--- config.mk ---
export PLATFORM = sky130hd
export DESIGN_NAME = mips_fetch_unit
export DESIGN_NICKNAME = d
export VERILOG_FILES = /design/src/rtl/mips_fetch_pkg.sv /design/src/rtl/mips_next_pc.sv /design/src/rtl/mips_fetch_unit.sv
export SDC_FILE = /design/constraint.sdc
export NUM_CORES = 1
export LEC_CHECK = 0
export ABC_AREA = 1
export CORE_MARGIN = 2
export CORE_UTILIZATION = 43
export DETAILED_ROUTE_END_ITERATION = 16
export HOLD_SLACK_MARGIN = 0.03
export PLACE_DENSITY = 0.78
export SLEW_MARGIN = 5
export SYNTH_ARGS = -nofsm -noshare
export SYNTH_HDL_FRONTEND = slang
export SYNTH_SLANG_ARGS = --single-unit
export TNS_END_PERCENT = 20
--- constraint.sdc ---
create_clock -name clk -period 2.8 [get_ports clk]
set_input_delay 0.56 -clock clk [delete_from_list [all_inputs] [get_ports clk]]
set_output_delay 0.56 -clock clk [all_outputs]
set_load 0.1 [all_outputs]
--- src/rtl/mips_fetch_pkg.sv ---
`default_nettype none
// ============================================================================
// Module   : mips_fetch_pkg
// Purpose  : Shared types and instruction field constants for the MIPS
//            instruction-fetch stage (mips_fetch_unit, mips_next_pc).
// Contents : fetch_state_t  - fetch FSM state encoding {FETCH, EXEC}
//            OPC_MSB/OPC_LSB - opcode field position in the instruction word
//            FUNCT_MSB       - top bit of the R-type function field
//            IMM_W           - I-type immediate width
//            JIDX_W          - J-type target index width
// Revision : 1.0 - initial release
// ============================================================================
package mips_fetch_pkg;

    typedef enum logic [0:0] {
        FETCH = 1'b0,
        EXEC  = 1'b1
    } fetch_state_t;

    localparam int OPC_MSB   = 31;
    localparam int OPC_LSB   = 26;
    localparam int FUNCT_MSB = 5;
    localparam int IMM_W     = 16;
    localparam int JIDX_W    = 26;

endpackage : mips_fetch_pkg
`default_nettype wire

--- src/rtl/mips_next_pc.sv ---
`default_nettype none
// ============================================================================
// Module   : mips_next_pc
// Purpose  : Combinational next-PC selection for the fetch stage.
//            Priority: J-type jump, register jump, taken branch, sequential.
// Ports    : pc_plus4   in  32  address of the instruction after the current one
//            instr      in  32  current instruction register contents
//            reg_target in  32  rs value used by jr
//            PCSrc      in   1  branch taken
//            PCsignal   in   1  jump class (j/jal/jr)
//            jumpSrc    in   1  1 = J-type target, 0 = register target
//            next_pc    out 32  selected next fetch address
// Revision : 1.0 - initial release
// ============================================================================
module mips_next_pc
    import mips_fetch_pkg::*;
(
    input  logic [31:0] pc_plus4,
    input  logic [31:0] instr,
    input  logic [31:0] reg_target,
    input  logic        PCSrc,
    input  logic        PCsignal,
    input  logic        jumpSrc,
    output logic [31:0] next_pc
);

    logic [31:0] jump_target;
    logic [31:0] reg_jump_target;
    logic [31:0] branch_offset;
    logic [31:0] branch_target;

    // J-type target stays inside the 256 MB region of the delay-slot address.
    assign jump_target     = {pc_plus4[31:28], instr[JIDX_W-1:0], 2'b00};
    // Register targets are forced word-aligned rather than trapping.
    assign reg_jump_target = {reg_target[31:2], 2'b00};
    assign branch_offset   = {{(32-IMM_W-2){instr[IMM_W-1]}}, instr[IMM_W-1:0], 2'b00};
    assign branch_target   = pc_plus4 + branch_offset;

    always_comb begin
        next_pc = pc_plus4;
        if (PCsignal) begin
            next_pc = jumpSrc ? jump_target : reg_jump_target;
        end else if (PCSrc) begin
            next_pc = branch_target;
        end
    end

    // Opcode bits and the low rs bits play no part in target formation.
    logic unused_bits;
    assign unused_bits = ^{instr[31:JIDX_W], reg_target[1:0]};

endmodule : mips_next_pc
`default_nettype wire

--- src/rtl/mips_fetch_unit.sv ---
`default_nettype none
// ============================================================================
// Module   : mips_fetch_unit
// Purpose  : Instruction-fetch stage feeding the MIPS controller. Holds the PC
//            and instruction register, fetches over a req/ack handshake and
//            forms the next PC when the current instruction retires.
// Config   : FETCH_PERF_EN - when defined, adds retired_cnt / redirect_cnt
//            performance counters as output ports.
// Ports    : clk, rst_n (async, active-low)
//            imem_req/imem_addr out, imem_ack/imem_rdata in - fetch handshake
//            instr, opCode, functionCode, instr_valid, pc, pc_plus4 out
//            exec_done, PCSrc, PCsignal, jumpSrc, reg_target in - retirement
//            retired_cnt, redirect_cnt out (FETCH_PERF_EN only)
// Revision : 1.0 - initial release
// ============================================================================
module mips_fetch_unit
    import mips_fetch_pkg::*;
#(
    parameter logic [31:0] RESET_PC = 32'h0000_0000
) (
    input  logic        clk,
    input  logic        rst_n,
    output logic        imem_req,
    output logic [31:0] imem_addr,
    input  logic        imem_ack,
    input  logic [31:0] imem_rdata,
    output logic [31:0] instr,
    output logic [5:0]  opCode,
    output logic [5:0]  functionCode,
    output logic        instr_valid,
    output logic [31:0] pc,
    output logic [31:0] pc_plus4,
    input  logic        exec_done,
    input  logic        PCSrc,
    input  logic        PCsignal,
    input  logic        jumpSrc,
    input  logic [31:0] reg_target
`ifdef FETCH_PERF_EN
    ,
    output logic [31:0] retired_cnt,
    output logic [31:0] redirect_cnt
`endif
);

    fetch_state_t state;
    fetch_state_t state_next;
    logic         req_next;
    logic         load_ir;
    logic         retire;
    logic [31:0]  next_pc;

    // ------------------------------------------------------------------
    // FSM state register. imem_req is registered so it stays low during
    // reset and rises on the first clock edge afterwards.
    // ------------------------------------------------------------------
    always_ff @(posedge clk or negedge rst_n) begin
        if (!rst_n) begin
            state    <= FETCH;
            imem_req <= 1'b0;
        end else begin
            state    <= state_next;
            imem_req <= req_next;
        end
    end

    always_comb begin
        state_next = state;
        req_next   = imem_req;
        load_ir    = 1'b0;
        retire     = 1'b0;
        case (state)
            FETCH: begin
                req_next = 1'b1;
                // Only an ack against an outstanding request is accepted.
                if (imem_req && imem_ack) begin
                    load_ir    = 1'b1;
                    req_next   = 1'b0;
                    state_next = EXEC;
                end
            end
            EXEC: begin
                req_next = 1'b0;
                if (exec_done) begin
                    retire     = 1'b1;
                    req_next   = 1'b1;
                    state_next = FETCH;
                end
            end
            default: begin
                state_next = FETCH;
                req_next   = 1'b0;
            end
        endcase
    end

    // ------------------------------------------------------------------
    // PC and instruction register
    // ------------------------------------------------------------------
    always_ff @(posedge clk or negedge rst_n) begin
        if (!rst_n) begin
            pc    <= RESET_PC;
            instr <= 32'h0000_0000;
        end else begin
            if (load_ir) begin
                instr <= imem_rdata;
            end
            if (retire) begin
                pc <= next_pc;
            end
        end
    end

    assign pc_plus4     = pc + 32'd4;
    assign imem_addr    = pc;
    assign instr_valid  = (state == EXEC);
    assign opCode       = instr[OPC_MSB:OPC_LSB];
    assign functionCode = instr[FUNCT_MSB:0];

    mips_next_pc u_next_pc (
        .pc_plus4   (pc_plus4),
        .instr      (instr),
        .reg_target (reg_target),
        .PCSrc      (PCSrc),
        .PCsignal   (PCsignal),
        .jumpSrc    (jumpSrc),
        .next_pc    (next_pc)
    );

`ifdef FETCH_PERF_EN
    // Redirect means control flow left the sequential path, whatever the
    // reason (a taken branch to pc+4 does not count).
    always_ff @(posedge clk or negedge rst_n) begin
        if (!rst_n) begin
            retired_cnt  <= 32'd0;
            redirect_cnt <= 32'd0;
        end else if (retire) begin
            retired_cnt <= retired_cnt + 32'd1;
            if (next_pc != pc_plus4) begin
                redirect_cnt <= redirect_cnt + 32'd1;
            end
        end
    end
`endif

endmodule : mips_fetch_unit
`default_nettype wire
==> flow_summary.toml <==
[synth]
synth_simple_gate_area_share = 0.3506
synthMuxAreaShare = 0.04573
synth_xor_xnor_area_share = 0.03161
netlist_top_cells_area = "dfrtp_1, nand2_1, inv_1"
yosys.area.top_type = "dfrtp_1"
synth_seq_area_share = 0.2409
post-synth-top-count-cell = "nand2_1"
yosysTopAreaCellShare = 0.2409
syn_avg_cell_area_um2 = 6.255
ys.flop_type = "dfrtp_1"
async_flop_share = 1.000
synth_common_cells = "nand2_1, inv_1, nor2_1"
synth_top_family_by_area = "simple AND/OR/NAND/NOR gates"
synth_cell_types = 39
synth_compound_area_frac = 0.1155
syn_area_um2 = 6649
synth_edf_count = 0
netlist_instances = 1063
synth-seq-cells = 64
synth_fa_ha_area_frac = 0.07076
yosys_warnings = 0

[routing]
drtIter0Drc = 660
drt_wl_total_um = 26330
via_per_inst = 5.270
avgRoutedWirePerCell_um = 16.84
final_antenna_net_count = 0
drc = 0
dr.pass1.iters = 5
vias = 8242

[sta]
rsz0062_at_grt = "true"
period_minus_slack_ns = 3.100
hold_viol = 0
timing.fmax_ghz = 0.3226
skew_ns = 0.008989
holdWs_ns = 0.2844
report.final.slew_viol_count = 0
relSlewSlack = 0.5024
setup_violations = 26
setup_slack_ns = -0.3000
worstMarginPinSlew_ns = 0.7464
post-route-period-util = 1.107

[clocking]
clkSinkCount = 64
cts_tree = "done"
clk_latency_ns = 0.34
clk_pin_slew_ns = 0.06
cts_buffers = 9
cts.htree.levels = 3
root_buffer = "clkbuf_16"
clockBufferDepth = 2

[min_path]
worstHoldPathType = "input port to asynchronous set/reset pin"

[die]
die_w_um = 128.4
io_pins = 213
start_util = 0.4390
die-area_um2 = 16470
rows = 45
coreArea_um2 = 15150
die_y_um = 128.4

[worst_setup_path]
cp_top_family = "simple AND/OR/NAND/NOR gates"
crit_chain = "buf_6 -> clkinvlp_4 -> nor2_4 -> nand2_4 -> nor3_4 -> buf_6 -> xnor2_4 -> inv_2 -> ha_4 -> nand2_2 -> nand2_1 -> o21bai_4 -> nand3b_1 -> xnor2_2 -> nand2_1 -> nand3_1 -> a21oi_1"
critPathKind = "register to register"
slowest_delay_ns = 0.45
critPathCaptureType = "register"
path_max_fanout = 4
slowest_stage = "dfrtp_4"
cp.required_ns = 3.02
cp_num_buf_inv = 4
arrival_ns = 3.32
critPathLaunchType = "register"

[place]
dp.cells = 1540
place_hpwl_um = 20260
gp_congestion = 0.9827
port-buffer-count = 204

[cells_and_area]
drive_gt1_frac = 0.3837
diodes = 0
area_growth_pct = 64.13
nFillCells = 1133
fin_util = 0.7205
num-nets-final = 1479
fin_cells = 1564

[grt]
grt_pass1_wl_um = 39930
antenna_found_initial = 0
grt_overflow = 0
grtUsageTotal = 0.3105
grt_pass1_vias = 7863
grt_max_degree = 39

[status]
status = "finished, violations left"
violations = "setup timing"

[flow_run]
drv_cap = 0
==> metrics by stage <==
| step | setup WS (ns) | cell area, µm² | setup TNS [ns] |
|---|---|---|---|
| 3_5_place_dp | -0.4573 | 9824 | -6.966 |
| 3_3_place_gp | -0.3438 | 9824 | -5.700 |
| 2_1_floorplan | -1.160 | 6865 | -30.62 |
| 5_1_grt | -0.3797 | 10910 | -6.993 |
| 4_1_cts | -0.2029 | 10530 | -2.744 |
| 6_report | -0.3000 | 10910 | -4.055 |
==> cell families after synthesis <==
logic type,count (synthesis)
flip-flops,64
other,1
buffers and inverters,203
AND/OR/NAND/NOR,565
AO/OA/AOI/OAI,142
multiplexers,27
adder cells (fa/ha/maj),37
XOR/XNOR,24
==> layout by cell type (no fill, tap or decap), types with 4 or more instances in the layout <==
| cell | netlist | layout |
|---|---|---|
| dfrtp_2 | 0 | 7 |
| conb_1 | 1 | 6 |
| a21oi_1 | 85 | 66 |
| nand3_2 | 1 | 10 |
| inv_1 | 124 | 107 |
| nand2_1 | 331 | 292 |
| nor2_4 | 1 | 15 |
| nand2_4 | 0 | 5 |
| buf_12 | 0 | 27 |
| clkdlybuf4s50_1 | 0 | 67 |
| xor2_1 | 16 | 9 |
| o21bai_1 | 10 | 6 |
| clkbuf_16 | 0 | 9 |
| or2_2 | 4 | 4 |
| nor2_2 | 5 | 17 |
| a21oi_2 | 1 | 17 |
| nand3_1 | 75 | 64 |
| ha_4 | 0 | 18 |
| nand3b_1 | 5 | 5 |
| o21ai_1 | 1 | 4 |
| inv_2 | 4 | 17 |
| clkinvlp_4 | 0 | 5 |
| a31oi_1 | 7 | 7 |
| ha_1 | 36 | 16 |
| xor2_4 | 0 | 4 |
| o21ai_0 | 30 | 25 |
| dfrtp_1 | 64 | 56 |
| nand4_1 | 9 | 9 |
| nand2_2 | 4 | 38 |
| buf_4 | 50 | 269 |
| nor2_1 | 119 | 93 |
| mux2_2 | 27 | 27 |
==> state kept, by name, indices dropped and copies added, names as in the netlist <==
register,cells
imem_addr,30
imem_req,1
instr,32
instr_valid,1
==> worst reg2reg max path: stages (launching register included) <==
cell        delay [ns]
dfrtp_4           0.45
buf_6             0.11
clkinvlp_4        0.10
nor2_4            0.15
nand2_4           0.09
nor3_4            0.28
buf_6             0.16
xnor2_4           0.13
inv_2             0.10
ha_4              0.23
nand2_2           0.06
nand2_1           0.07
o21bai_4          0.18
nand3b_1          0.32
xnor2_2           0.26
nand2_1           0.07
nand3_1           0.14
a21oi_1           0.08
==> layout make-up <==
cell class                      count  area [µm²]  area share
Sequential cell                    64        1614      0.1479
Inverter                          128       495.5     0.04540
Tap cell                          188       235.2     0.02155
Clock inverter                      7       77.57    0.007108
Clock buffer                        9       225.2     0.02064
Multi-Input combinational cell    801        4996      0.4578
Timing Repair Buffer              367        3269      0.2996
==> what timing repair did <==
action	CTS	global route
buffers inserted	6	4
gates resized for setup	76	90
setup endpoints to repair	32	37
hold buffers	0	0
pin swaps	22	32
==> worst paths after layout <==
path	start	end	slack, ns	cells after the start
setup reg to reg	imem_addr[2]	imem_addr[14]	-0.30	17
min in group clk	instr[22]	instr[22]	0.53	1
hold / removal	rst_n	instr[6]	0.28	1
setup / recovery	imem_addr[2]	imem_addr[14]	-0.30	17
hold reg to reg	instr[22]	instr[22]	0.53	1
max in group asynchronous	rst_n	imem_addr[26]	1.72	2
==> per-layer routing <==
layer	wire length, µm	GRT usage	up-vias	share of wire
met1	10710	0.4080	3813	0.41
met2	12710	0.5269	409	0.48
met5	0	0	-	0
met4	752	0.09632	0	0.029
met3	2157	0.04948	69	0.082
li1	-	-	3951	-
Power is not shown: default switching activity piles up to over one toggle a cycle in this logic, so the estimate is an artifact.
